**config.mk**
```make
export PLATFORM = sky130hd
export DESIGN_NAME = fetch_unit
export DESIGN_NICKNAME = d
export VERILOG_FILES = /design/src/rtl/fetch_unit.sv
export SDC_FILE = /design/constraint.sdc
export NUM_CORES = 1
export LEC_CHECK = 0
export BUFFER_PORTS_ARGS = -buffer_cell sky130_fd_sc_hd__buf_4
export CORE_MARGIN = 4
export CORE_UTILIZATION = 30
export DETAILED_ROUTE_END_ITERATION = 8
export PLACE_DENSITY = 0.54
export SETUP_SLACK_MARGIN = 0.3
export SYNTH_ARGS = -nofsm -noshare
export SYNTH_HDL_FRONTEND = slang
export SYNTH_SLANG_ARGS = --single-unit
```
**constraint.sdc**
```tcl
create_clock -name clk -period 5.9 [get_ports clk]
set_input_delay 0 -clock clk [delete_from_list [all_inputs] [get_ports clk]]
set_output_delay 0 -clock clk [all_outputs]
set_load 0.005 [all_outputs]
```
**src/rtl/fetch_unit.sv**
```systemverilog
// fetch_unit: instruction-fetch stage feeding the IF/ID register.
// Holds the PC, drives a combinational instruction memory, and hands fetched
// words to decode over a valid/ready handshake with redirect flush and stall.
// Optional feature macro: FETCH_HALT_ON_ZERO_EN (halt fetch on an all-zero word).
module fetch_unit #(
  parameter logic [31:0] RESET_PC = 32'h0000_0000
) (
  input  logic        clk,
  input  logic        reset,
  output logic [31:0] imem_addr,
  input  logic [31:0] imem_instr,
  input  logic        redirect_valid,
  input  logic [31:0] redirect_target,
  input  logic        id_ready,
  output logic        id_valid,
  output logic [31:0] id_instr,
  output logic [31:0] id_pc,
  output logic [31:0] id_pc_plus4,
  output logic [31:0] fetch_count,
  output logic        halted
);

  localparam int unsigned XLEN       = 32;
  localparam logic [XLEN-1:0] NOP_INSN   = XLEN'(32'h0000_0013);
  localparam logic [XLEN-1:0] INSN_BYTES = XLEN'(4);

  logic [XLEN-1:0] r_pc;
  logic            r_id_valid;
  logic [XLEN-1:0] r_id_instr;
  logic [XLEN-1:0] r_id_pc;
  logic [XLEN-1:0] r_id_pc_plus4;
  logic [XLEN-1:0] r_fetch_count;

  logic [XLEN-1:0] w_redirect_pc;
  logic [XLEN-1:0] w_pc_plus4;
  logic            w_fire;
  logic            w_load;
  logic            w_unused_tgt_lsb;

  assign w_redirect_pc    = {redirect_target[XLEN-1:2], 2'b00};
  assign w_pc_plus4       = r_pc + INSN_BYTES;
  assign w_unused_tgt_lsb = ^redirect_target[1:0];

`ifdef FETCH_HALT_ON_ZERO_EN
  typedef enum logic [0:0] {
    ST_RUN  = 1'b0,
    ST_HALT = 1'b1
  } state_t;

  state_t r_state;
  state_t w_state_nxt;
  logic   w_zero_word;

  assign w_zero_word = (imem_instr == '0);
  assign w_fire      = (r_state == ST_RUN) && (!r_id_valid || id_ready);
  assign w_load      = w_fire && !w_zero_word;
  assign halted      = (r_state == ST_HALT);

  // Fetch state register.
  always_ff @(posedge clk) begin
    if (reset) r_state <= ST_RUN;
    else       r_state <= w_state_nxt;
  end

  // Next state: a zero word stops fetch; only a redirect restarts it.
  always_comb begin
    w_state_nxt = r_state;
    case (r_state)
      ST_RUN:  if (!redirect_valid && w_fire && w_zero_word) w_state_nxt = ST_HALT;
      ST_HALT: if (redirect_valid) w_state_nxt = ST_RUN;
      default: w_state_nxt = ST_RUN;
    endcase
  end
`else
  assign w_fire = !r_id_valid || id_ready;
  assign w_load = w_fire;
  assign halted = 1'b0;
`endif

  // PC, IF/ID register and fetch counter; redirect beats fire beats hold.
  always_ff @(posedge clk) begin
    if (reset) begin
      r_pc          <= RESET_PC;
      r_id_valid    <= 1'b0;
      r_id_instr    <= NOP_INSN;
      r_id_pc       <= '0;
      r_id_pc_plus4 <= INSN_BYTES;
      r_fetch_count <= '0;
    end else if (redirect_valid) begin
      r_pc       <= w_redirect_pc;
      r_id_valid <= 1'b0;
    end else if (w_load) begin
      r_id_instr    <= imem_instr;
      r_id_pc       <= r_pc;
      r_id_pc_plus4 <= w_pc_plus4;
      r_id_valid    <= 1'b1;
      r_pc          <= w_pc_plus4;
      r_fetch_count <= r_fetch_count + XLEN'(1);
    end else if (w_fire) begin
      // Halting fire: the zero word is dropped and the slot empties.
      r_id_valid <= 1'b0;
    end
  end

  assign imem_addr   = r_pc;
  assign id_valid    = r_id_valid;
  assign id_instr    = r_id_instr;
  assign id_pc       = r_id_pc;
  assign id_pc_plus4 = r_id_pc_plus4;
  assign fetch_count = r_fetch_count;

endmodule
```
After elaboration in Yosys (flattened, before gate mapping)
Index checks and enable logic that the tools add are counted.
{"block": "word_totals", "memories": 0, "ramBits": 0, "output_inout_bits": 162, "regBits": 161, "elab_cells": 17, "mem_bits_ro": 0, "latch_bits": 0, "inputBits": 68}
{"block": "classes", "mul": 0, "eq_ne": 0, "n_addsub": 2, "div": 0, "n_reduce_logical": 5, "magnitude_cmp": 0, "bitwise_logic": 1, "shifts": 0, "muxes": 2}
{"operator": "32-bit 2-to-1 mux", "n": 2}
{"operator": "32-bit by 1-bit adder with 32-bit output, second input constant", "n": 1}
{"operator": "32-bit by 3-bit adder with 32-bit output, second input constant", "n": 1}
{"operator": "2-bit AND reduction", "n": 1}
{"operator": "2-bit nonzero test", "n": 1}
{"operator": "2-bit OR reduction", "n": 1}
{"operator": "1-bit logical NOT", "n": 1}
{"operator": "1-bit logical OR", "n": 1}
{"operator": "1-bit NOT", "n": 1}

Longest topological paths before layout
Gate-level depths: netlist of run 1.
{"block": "logic_depth", "depth_word": 4, "depth_mapped": 7, "depth_no_buf": 5}

Worst setup path before layout of run 1
No wires, ideal clock.
{"block": "synth_path", "path_type": "reg-to-reg", "startpoint": "register r_fetch_count[0] (netlist: fetch_count[0])", "endpoint": "register r_fetch_count[26] (netlist: fetch_count[26])", "setup_time_ns": 0.121, "path_stages_with_launch": 8, "synth_period_minus_slack_ns": 2.051, "path_slack_ns": 3.849, "n_path_buf": 2, "required_ns": 5.779, "t_arrival_ns": 1.930, "cell_sequence": "dfxtp_1 > ha_1 > nand3_1 > or3_1 > clkbuf_1 > clkbuf_1 > nor4_1 > mux2_2"}
{"block": "synth_via", "elab_chain_cells": 1}
{"element": "start: declaration", "line": "32", "source": "logic [XLEN-1:0] r_fetch_count;"}
{"element": "start signal: assignment", "line": "98", "source": "r_fetch_count <= r_fetch_count + XLEN'(1);"}
{"element": "32-bit by 1-bit adder with 32-bit output", "line": "98"}
No other way between the ends.
A chain may end at the register's enable or synchronous reset.

Worst setup path after layout of run 1
{"block": "layout_path", "startpoint": "input port redirect_valid", "endpoint": "register r_id_pc_plus4[31] (netlist: id_pc_plus4[31])"}
{"block": "layout_via", "elab_chain_cells": 2}
{"element": "start: declaration", "line": "12", "source": "input logic redirect_valid,"}
{"element": "1-bit NOT (no source line)"}
{"element": "2-bit AND reduction (no source line)"}
{"element": "end signal: assignment", "line": "95", "source": "r_id_pc_plus4 <= w_pc_plus4;"}
{"element": "end: declaration", "line": "31", "source": "logic [XLEN-1:0] r_id_pc_plus4;"}
No other way between the ends.

==> summary.json, run 1 <==
{
  "global_routing": {
    "grt_start_max_net_pins": 100,
    "grt_antenna_before_repair": 1,
    "gr_usage_total_pct": 17.17,
    "grt_pass1_wl_um": 36700,
    "grt-ovfl-total": 0,
    "vias_in_the_first_global_route": 6738
  },
  "setup_path": {
    "worstReg2RegStart": "imem_addr[27]",
    "worst-path-stages": 7,
    "critPathTopFamily": "buffers and inverters",
    "critical_path.endpoint": "id_pc_plus4[31]",
    "setup_crit_start": "redirect_valid",
    "r2r.worst_path.cells": 5,
    "crit-reg2reg-capture": "imem_addr[31]",
    "setup.worst_path.class": "in -> reg",
    "worstSetupEndpointType": "flop",
    "reg2reg_setup_slack_ns": 3.13,
    "crit_chain": "dlygate4sd3_1 > buf_4 > inv_2 > nand2_2 > buf_4 > nor4_1 > nor4_1",
    "critPathBufInv": 4,
    "required_ns": 6.17,
    "worst_ep_arrival_time_ns": 3.20,
    "critPathMaxStageDelay_ns": 0.77,
    "crit_path_top_delay_cell": "sky130_fd_sc_hd__nand2_2",
    "crit_path_max_fanout": 59,
    "kind_of_start_point_of_the_critical_path": "input pin"
  },
  "drt": {
    "drt.antenna.violating_nets": 0,
    "wl_um": 22910,
    "post_drt_wl_per_cell_um": 16.02,
    "drt_iter0_markers": 354,
    "total_drc_errors_in_the_routed_layout": 0,
    "route.vias.total": 7065,
    "detail_route.first_pass.iterations": 4,
    "post_drt_via_cell_ratio": 4.941
  },
  "cells_and_area": {
    "final_cells": 1430,
    "drive_above_1_share_pct": 24.91,
    "areaGrowthSynthToFinish_pct": 43.53,
    "fillerInstances": 2305,
    "finish.net_count": 1173
  },
  "timing": {
    "finalCriticalPeriod_ns": 2.924,
    "hold_viol": 0,
    "slew-limit-headroom_pct": 29.98,
    "min_period_over_period_pct": 49.57,
    "setup_viol_count_final": 0,
    "fmaxAchievable_mhz": 341.9,
    "slew_viol_final": 0,
    "timing.setup.tns_ns": 0,
    "clock-skew-final_ns": 0.009312,
    "worst-slew-pin-transition_ns": 1.050,
    "unrepaired_setup_endpoints_after_global_routing": "false"
  },
  "pwr": {
    "power.share.switching_pct": 25.28,
    "cellPowerDensity_nw_per_um2": 263.9,
    "combinationalPowerShare_pct": 11.7,
    "pwr-share-seq_pct": 43.5,
    "max-vdd-ir-drop_mv": 0.1498,
    "power.leakage_nw": 3.881,
    "p_sw_uw": 673.2,
    "power.share.clock_pct": 44.8,
    "internal-power_mw": 1.990
  },
  "placed_design": {
    "place_inst": 1330,
    "globalplace.congestion": 0.7533,
    "post-dp-hpwl_um": 15050,
    "placement.io_buffers": 220
  },
  "clocking": {
    "max_buffers_root_to_sink": 2,
    "clock_sink_count": 155,
    "clkLatencyLatePin_ns": 0.42,
    "clk_transition_reported_paths_ns": 0.07,
    "postCtsSetupRepairBufs": 0,
    "cts.root.buffer_cell": "sky130_fd_sc_hd__clkbuf_16",
    "cts_htree_levels": 4,
    "cts_tree": "built",
    "cts_inserted_buffers": 17
  },
  "logic_synthesis": {
    "synthDominantCellAreaShare_pct": 44.14,
    "synth.most_common_cell": "sky130_fd_sc_hd__nand2_1",
    "netlist-cell-type-count": 42,
    "synth_enable_flop_cells": 0,
    "synth_warnings": 0,
    "ys_seq_area_share_pct": 44.14,
    "synthTopCellsByArea": "sky130_fd_sc_hd__dfxtp_1, sky130_fd_sc_hd__nand2_1, sky130_fd_sc_hd__a21oi_1",
    "post-synth-top-area-cell": "sky130_fd_sc_hd__dfxtp_1",
    "synth-seq-cells": 155,
    "syn_area_um2": 7030,
    "synth_async_sr_flop_share_pct": 0,
    "synthTopCellsByCount": "sky130_fd_sc_hd__nand2_1, sky130_fd_sc_hd__dfxtp_1, sky130_fd_sc_hd__nor2_1",
    "post_synth.cell_area_avg_um2": 8.053,
    "cell_count_after_synthesis": 873,
    "yosys_most_used_dff": "sky130_fd_sc_hd__dfxtp_1"
  },
  "hold_path": {
    "holdCritPathClass": "in -> reg"
  },
  "die": {
    "core_region_area_um2": 22850,
    "y_dimension_of_the_die_um": 161.1,
    "dieArea_um2": 25950,
    "die_x_um": 161.1,
    "num_io_pins": 230,
    "num_rows": 55,
    "initial_core_util_pct": 30.77
  },
  "run_status": {
    "result_of_the_run": "finished, final reports clean"
  },
  "run": {
    "cap_viol_max_count": 0
  }
}
## sequential cells by signal, summed over array words and instances, names as in the netlist
signal       count
id_pc_plus4     30
fetch_count     32
id_valid         1
imem_addr       30
id_instr        32
id_pc           30
## worst min path at each step
stage,from,to,cells after the start
after detailed placement,imem_instr[0],id_instr[0],3
final,reset,id_pc[28],2
after CTS,reset,id_pc[28],2
after global placement,imem_instr[0],id_instr[0],3
after floorplan,imem_instr[0],id_instr[0],2
after global routing,reset,id_pc[28],2
## timing repair
action                    4_1_cts  5_1_grt
hold endpoints to repair       63        0
hold buffers                   67        0
gates resized for setup         0        0
## layer usage
layer | vias up | global-route usage, % | part of all wire (%) | wire [µm]
met5 | - | 0 | 0 | 0
met4 | 0 | 4.614 | 1.1 | 256
met3 | 19 | 5.435 | 7.4 | 1705
met2 | 207 | 27.80 | 46 | 10440
met1 | 3280 | 22.21 | 46 | 10510
li1 | 3559 | - | - | -
## per-stage QoR
stage | power [mW] | utilization [%] | cell area [µm²] | hold slack (ns) | setup slack (ns)
global route | 2.784 | 44.17 | 10090 | 0.1107 | 2.610
detailed placement | 1.461 | 38.46 | 8786 | 0.2170 | 3.006
CTS | 2.701 | 44.16 | 10090 | 0.1078 | 2.878
finish | 2.663 | 44.17 | 10090 | 0.07488 | 2.976
floorplan | 1.303 | - | 7053 | 0.1242 | 3.849
global placement | 1.458 | 38.46 | 8786 | 0.2104 | 3.014
## cells in the final DEF (no fill, tap or decap), types with 6 or more instances in the layout
master / n
sky130_fd_sc_hd__buf_4: 225
sky130_fd_sc_hd__nand2_1: 156
sky130_fd_sc_hd__dfxtp_1: 155
sky130_fd_sc_hd__nor2_1: 82
sky130_fd_sc_hd__a21oi_1: 72
sky130_fd_sc_hd__dlygate4sd3_1: 67
sky130_fd_sc_hd__a311oi_1: 31
sky130_fd_sc_hd__or4_1: 25
sky130_fd_sc_hd__nor4_1: 24
sky130_fd_sc_hd__xnor2_1: 23
sky130_fd_sc_hd__or3_1: 23
sky130_fd_sc_hd__o31ai_1: 22
sky130_fd_sc_hd__nand3_1: 20
sky130_fd_sc_hd__o21ai_0: 20
sky130_fd_sc_hd__nand4_1: 20
sky130_fd_sc_hd__a211oi_1: 19
sky130_fd_sc_hd__clkbuf_16: 17
sky130_fd_sc_hd__nor2b_1: 13
sky130_fd_sc_hd__mux2_2: 13
sky130_fd_sc_hd__and4_1: 12
sky130_fd_sc_hd__nor3_1: 9
sky130_fd_sc_hd__conb_1: 7
sky130_fd_sc_hd__xor2_1: 6
sky130_fd_sc_hd__inv_1: 6
## power by group through the flow
stage	clock network (mW)	registers, mW	logic [mW]
finish	1.19	1.16	0.312
global route	1.27	1.17	0.346
CTS	1.23	1.16	0.316
detailed placement	0	1.18	0.279
global placement	0	1.18	0.277
floorplan	0	1.16	0.142
## cell families (layout without fill, tap and decap cells)
family,Yosys count,after routing,share of synthesized area [%]
compound gates,173,173,15.82
xor+xnor,29,29,3.613
fa+ha+maj,2,2,0.3559
buf+inv,95,332,5.659
flops,155,155,44.14
mux,13,13,2.082
other cells,1,8,0.05334
simple gates,405,405,28.28
## final cells by class
class	count	area [µm²]	area share (%)
clock inverters	14	192.7	1.909
inverters	7	26.28	0.2604
multi-input cells	629	3565	35.33
flip-flops and latches	155	3103	30.75
repair buffers	293	2371	23.50
well taps	313	391.6	3.881
clock buffers	18	439.2	4.352
diodes	1	2.502	0.02480
No activity file was read; power rests on OpenSTA's default activity.
==> run 2, diff against run 1 <==
--- a/config.mk
+++ b/config.mk
@@ -5,6 +5,7 @@
 export SDC_FILE = /design/constraint.sdc
 export NUM_CORES = 1
 export LEC_CHECK = 0
+export ABC_AREA = 1
 export BUFFER_PORTS_ARGS = -buffer_cell sky130_fd_sc_hd__buf_4
 export CORE_MARGIN = 4
 export CORE_UTILIZATION = 30
==> constraint.sdc (replaced) <==
create_clock -name clk -period 3 [get_ports clk]
set_input_delay 0 -clock clk [delete_from_list [all_inputs] [get_ports clk]]
set_output_delay 0 -clock clk [all_outputs]
set_load 0.005 [all_outputs]
==> run 2 against run 1 <==
Via count grew 1.0%. Hold slack lost 0.066 ns. Clock skew grew 0.0010 ns. Wire length grew 2.6%. Count of clock-buffer cells in the layout shrank 1. Die area shrank 2.5%. First-iteration DRC count grew 2.8%. Design area shrank 1.9%. Synthesized cell count grew 12%. Flip-flop and latch count is the same.
==> summary.json, run 2 <==
{
  "run_status": {
    "result_of_the_run": "finished, final reports clean"
  },
  "setup_path": {
    "setup.worst_path.class": "reg -> reg",
    "worstSetupEndpointType": "flop",
    "worstReg2RegStart": "id_valid",
    "reg2reg_setup_slack": {"value": 1.10, "unit": "ns", "change": "-2.03 ns"},
    "required": {"value": 3.36, "unit": "ns", "change": "-2.81 ns"},
    "crit_path_max_fanout": {"value": 55, "change": "-6.8%"},
    "kind_of_start_point_of_the_critical_path": "flop",
    "worst_ep_arrival_time": {"value": 2.26, "unit": "ns", "change": "-0.94 ns"},
    "crit-reg2reg-capture": "fetch_count[21]",
    "r2r.worst_path.cells": {"value": 9, "change": "+4"}
  },
  "placed_design": {
    "post-dp-hpwl": {"value": 16460, "unit": "µm", "change": "+9.4%"},
    "detailedPlace.worstSlack": {"value": 1.065, "unit": "ns", "change": "-1.941 ns"},
    "placement.io_buffers": {"value": 220, "change": "unchanged"},
    "place_inst": {"value": 1441, "change": "+8.3%"},
    "globalplace.congestion": {"value": 0.8838, "change": "+17%"}
  },
  "timing": {
    "setup_ws": {"value": 1.097, "unit": "ns", "change": "-1.879 ns"},
    "min_period_over_period_pct": 63.45,
    "timing.setup.tns": {"value": 0, "unit": "ns", "change": "unchanged"},
    "slew_viol_final": {"value": 0, "change": "unchanged"},
    "unrepaired_setup_endpoints_after_global_routing": "false",
    "worst-slew-pin-transition": {"value": 0.8650, "unit": "ns", "change": "-0.1854 ns"},
    "hold_viol": {"value": 0, "change": "unchanged"},
    "clock-skew-final": {"value": 0.01031, "unit": "ns", "change": "+0.0009990 ns"},
    "slew-limit-headroom": {"value": 42.33, "unit": "%", "change": "+12 points"},
    "fmaxAchievable_mhz": 525.4,
    "finalCriticalPeriod_ns": 1.903,
    "setup_viol_count_final": {"value": 0, "change": "unchanged"}
  },
  "drt": {
    "drt_iter0_markers": {"value": 364, "change": "+2.8%"},
    "detail_route.first_pass.iterations": {"value": 4, "change": "unchanged"},
    "route.vias.total": {"value": 7136, "change": "+1.0%"},
    "drt.antenna.violating_nets": {"value": 0, "change": "unchanged"},
    "post_drt_wl_per_cell": {"value": 15.32, "unit": "µm", "change": "-4.4%"},
    "total_drc_errors_in_the_routed_layout": {"value": 0, "change": "unchanged"},
    "post_drt_via_cell_ratio": {"value": 4.649, "change": "-5.9%"},
    "wl": {"value": 23510, "unit": "µm", "change": "+2.6%"}
  },
  "pwr": {
    "combinationalPowerShare": {"value": 11.8, "unit": "%", "change": "about the same"},
    "internal-power": {"value": 3.645, "unit": "mW", "change": "+83%"},
    "max-vdd-ir-drop": {"value": 0.2641, "unit": "mV", "change": "+76%"},
    "p_sw": {"value": 1.359, "unit": "mW", "change": "+100%"},
    "power.share.clock": {"value": 43.3, "unit": "%", "change": "-1.5 points"},
    "cellPowerDensity": {"value": 505.8, "unit": "nW/µm²", "change": "+92%"},
    "design_power_total": {"value": 5.004, "unit": "mW", "change": "+88%"},
    "power.share.switching": {"value": 27.15, "unit": "%", "change": "+1.9 points"},
    "pwr-share-seq": {"value": 44.9, "unit": "%", "change": "+1.4 points"},
    "power.leakage": {"value": 4.138, "unit": "nW", "change": "+6.6%"}
  },
  "clocking": {
    "cts_tree": "built",
    "postCtsSetupRepairBufs": {"value": 0, "change": "unchanged"},
    "cts.root.buffer_cell": "sky130_fd_sc_hd__clkbuf_16",
    "clk_transition_reported_paths": {"value": 0.07, "unit": "ns", "change": "about the same"},
    "cts_htree_levels": {"value": 4, "change": "unchanged"},
    "clkLatencyLatePin": {"value": 0.42, "unit": "ns", "change": "about the same"},
    "max_buffers_root_to_sink": {"value": 2, "change": "unchanged"},
    "clock_sink_count": {"value": 155, "change": "unchanged"},
    "holdBufCountCts": {"value": 62, "change": "-7.5%"},
    "cts_repair_resize_count": {"value": 0, "change": "unchanged"},
    "cts_inserted_buffers": {"value": 17, "change": "unchanged"}
  },
  "logic_synthesis": {
    "synthDominantCellAreaShare": {"value": 45.35, "unit": "%", "change": "+1.2 points"},
    "synth.most_common_cell": "sky130_fd_sc_hd__nand2_1",
    "synth-seq-cells": {"value": 155, "change": "unchanged"},
    "synth_warnings": {"value": 0, "change": "unchanged"},
    "cell_count_after_synthesis": {"value": 978, "change": "+12%"},
    "ys_seq_area_share": {"value": 45.35, "unit": "%", "change": "+1.2 points"},
    "post-synth-top-area-cell": "sky130_fd_sc_hd__dfxtp_1",
    "post_synth.cell_area_avg": {"value": 6.997, "unit": "µm²", "change": "-13%"},
    "synth_async_sr_flop_share": {"value": 0, "unit": "%", "change": "unchanged"},
    "yosys_most_used_dff": "sky130_fd_sc_hd__dfxtp_1",
    "synthTopCellsByArea": "sky130_fd_sc_hd__dfxtp_1, sky130_fd_sc_hd__nand2_1, sky130_fd_sc_hd__nor2_1",
    "netlist-cell-type-count": {"value": 36, "change": "-14%"},
    "syn_area": {"value": 6843, "unit": "µm²", "change": "-2.7%"},
    "synthTopCellsByCount": "sky130_fd_sc_hd__nand2_1, sky130_fd_sc_hd__nor2_1, sky130_fd_sc_hd__dfxtp_1",
    "synth_enable_flop_cells": {"value": 0, "change": "unchanged"}
  },
  "global_routing": {
    "grt_start_max_net_pins": {"value": 75, "change": "-25%"},
    "vias_in_the_first_global_route": {"value": 6909, "change": "+2.5%"},
    "grt_pass1_wl": {"value": 37740, "unit": "µm", "change": "+2.8%"},
    "gr_usage_total": {"value": 18.15, "unit": "%", "change": "+0.99 points"},
    "grt-ovfl-total": {"value": 0, "change": "unchanged"},
    "grt_antenna_before_repair": {"value": 0, "change": "-1"}
  },
  "cells_and_area": {
    "fillerInstances": {"value": 2305, "change": "unchanged"},
    "finish.net_count": {"value": 1312, "change": "+12%"},
    "final_common_cell": "sky130_fd_sc_hd__nand2_1",
    "final_cells": {"value": 1535, "change": "+7.3%"},
    "top_library_cells_by_usage_in_the_layout_fill_and_taps_aside": "sky130_fd_sc_hd__nand2_1, sky130_fd_sc_hd__buf_4, sky130_fd_sc_hd__nor2_1",
    "antenna_cells": {"value": 0, "change": "-1"},
    "areaGrowthSynthToFinish_pct": 44.60,
    "drive_above_1_share": {"value": 23.19, "unit": "%", "change": "-1.7 points"}
  },
  "die": {
    "initial_core_util": {"value": 30.88, "unit": "%", "change": "+0.11 points"},
    "dieArea": {"value": 25290, "unit": "µm²", "change": "-2.5%"},
    "y_dimension_of_the_die": {"value": 159.0, "unit": "µm", "change": "-1.3%"},
    "core_region_area": {"value": 22160, "unit": "µm²", "change": "-3.0%"},
    "die_x": {"value": 159.0, "unit": "µm", "change": "-1.3%"},
    "num_io_pins": {"value": 230, "change": "unchanged"},
    "num_rows": {"value": 54, "change": "-1.8%"}
  },
  "run": {
    "cap_viol_max_count": {"value": 0, "change": "unchanged"}
  },
  "hold_path": {
    "timing.hold.worst_endpoint": "id_valid",
    "hold_path.startpoint": "redirect_valid",
    "holdCritPathClass": "in -> reg",
    "number_of_instances_on_the_worst_hold_path": {"value": 2, "change": "unchanged"}
  }
}
## run 2: changes by cell type in the layout (fill, tap and decap cells not counted), sizes merged, moves of 23 or more
cell,delta
nor2,+115
nand2,+87
o21ai,+57
inv,+51
a311oi,-31
or4,-26
nor4,-23
or3,-23
## run 2: how the worst max path moves through the flow
stage          slack, ns    startpoint              end  cells after the start
2_1_floorplan       1.61  imem_addr[3]  id_pc_plus4[18]                      8
3_3_place_gp        1.10      id_valid  fetch_count[21]                      8
3_5_place_dp        1.07      id_valid  fetch_count[21]                      9
4_1_cts             1.05      id_valid  fetch_count[21]                      9
5_1_grt             0.83      id_valid  fetch_count[21]                      9
6_report            1.10      id_valid  fetch_count[21]                      9
## run 2: worst max-delay path: stages (launching register included)
cell,delay (ns)
sky130_fd_sc_hd__dfxtp_1,0.35
sky130_fd_sc_hd__nand2_1,0.20
sky130_fd_sc_hd__nand2_4,0.38
sky130_fd_sc_hd__nor2_4,0.29
sky130_fd_sc_hd__nand3_1,0.17
sky130_fd_sc_hd__nor2_2,0.16
sky130_fd_sc_hd__nand2_1,0.09
sky130_fd_sc_hd__nand2_1,0.06
sky130_fd_sc_hd__nand2_1,0.04
sky130_fd_sc_hd__nor2_1,0.09
## run 2: cell families (layout without fill, tap and decap cells)
| kind of cell | after synthesis | after routing | share of synthesized area, % |
|---|---|---|---|
| DFF | 155 | 155 | 45.35 |
| adders and majority gates | 2 | 2 | 0.3656 |
| and+or+nand+nor | 501 | 501 | 30.33 |
| AOI/OAI and AO/OA | 203 | 203 | 16.15 |
| xor gates and xnor gates | 9 | 9 | 1.152 |
| other | 1 | 7 | 0.05480 |
| buffers and inverters | 107 | 378 | 6.601 |
## run 2: through the flow
stage,hold WS (ns),utilization (%),cell area (µm²)
after floorplan,0.1132,-,6865
after global placement,0.2044,39.23,8693
after detailed placement,0.2034,39.23,8693
after CTS,0.01843,44.65,9894
after global routing,0.04326,44.65,9894
final,0.009111,44.65,9894
## run 2: final cells by class
cell class | instances | area, µm² | share of cell area (%)
timing repair buffer | 290 | 2332 | 23.57
clock inverter | 15 | 155.1 | 1.568
tap | 280 | 350.3 | 3.541
multi-input combinational | 722 | 3318 | 33.54
sequential | 155 | 3103 | 31.36
inverter | 56 | 210.2 | 2.124
clock buffer | 17 | 425.4 | 4.299
## run 2: power by group through the flow
stage | sequential, mW | combinational (mW) | clock [mW]
after CTS | 2.25 | 0.602 | 2.23
after global routing | 2.26 | 0.658 | 2.31
after floorplan | 2.28 | 0.236 | 0
after global placement | 2.29 | 0.532 | 0
after detailed placement | 2.30 | 0.534 | 0
final | 2.25 | 0.592 | 2.16
## run 2: layer usage
layer	vias to the layer above	routed length, µm	global-route usage, %
li1	3693	-	-
met1	3241	10680	23.21
met2	184	11280	30.88
met3	18	1239	4.711
met4	0	306	4.103
met5	-	0	0
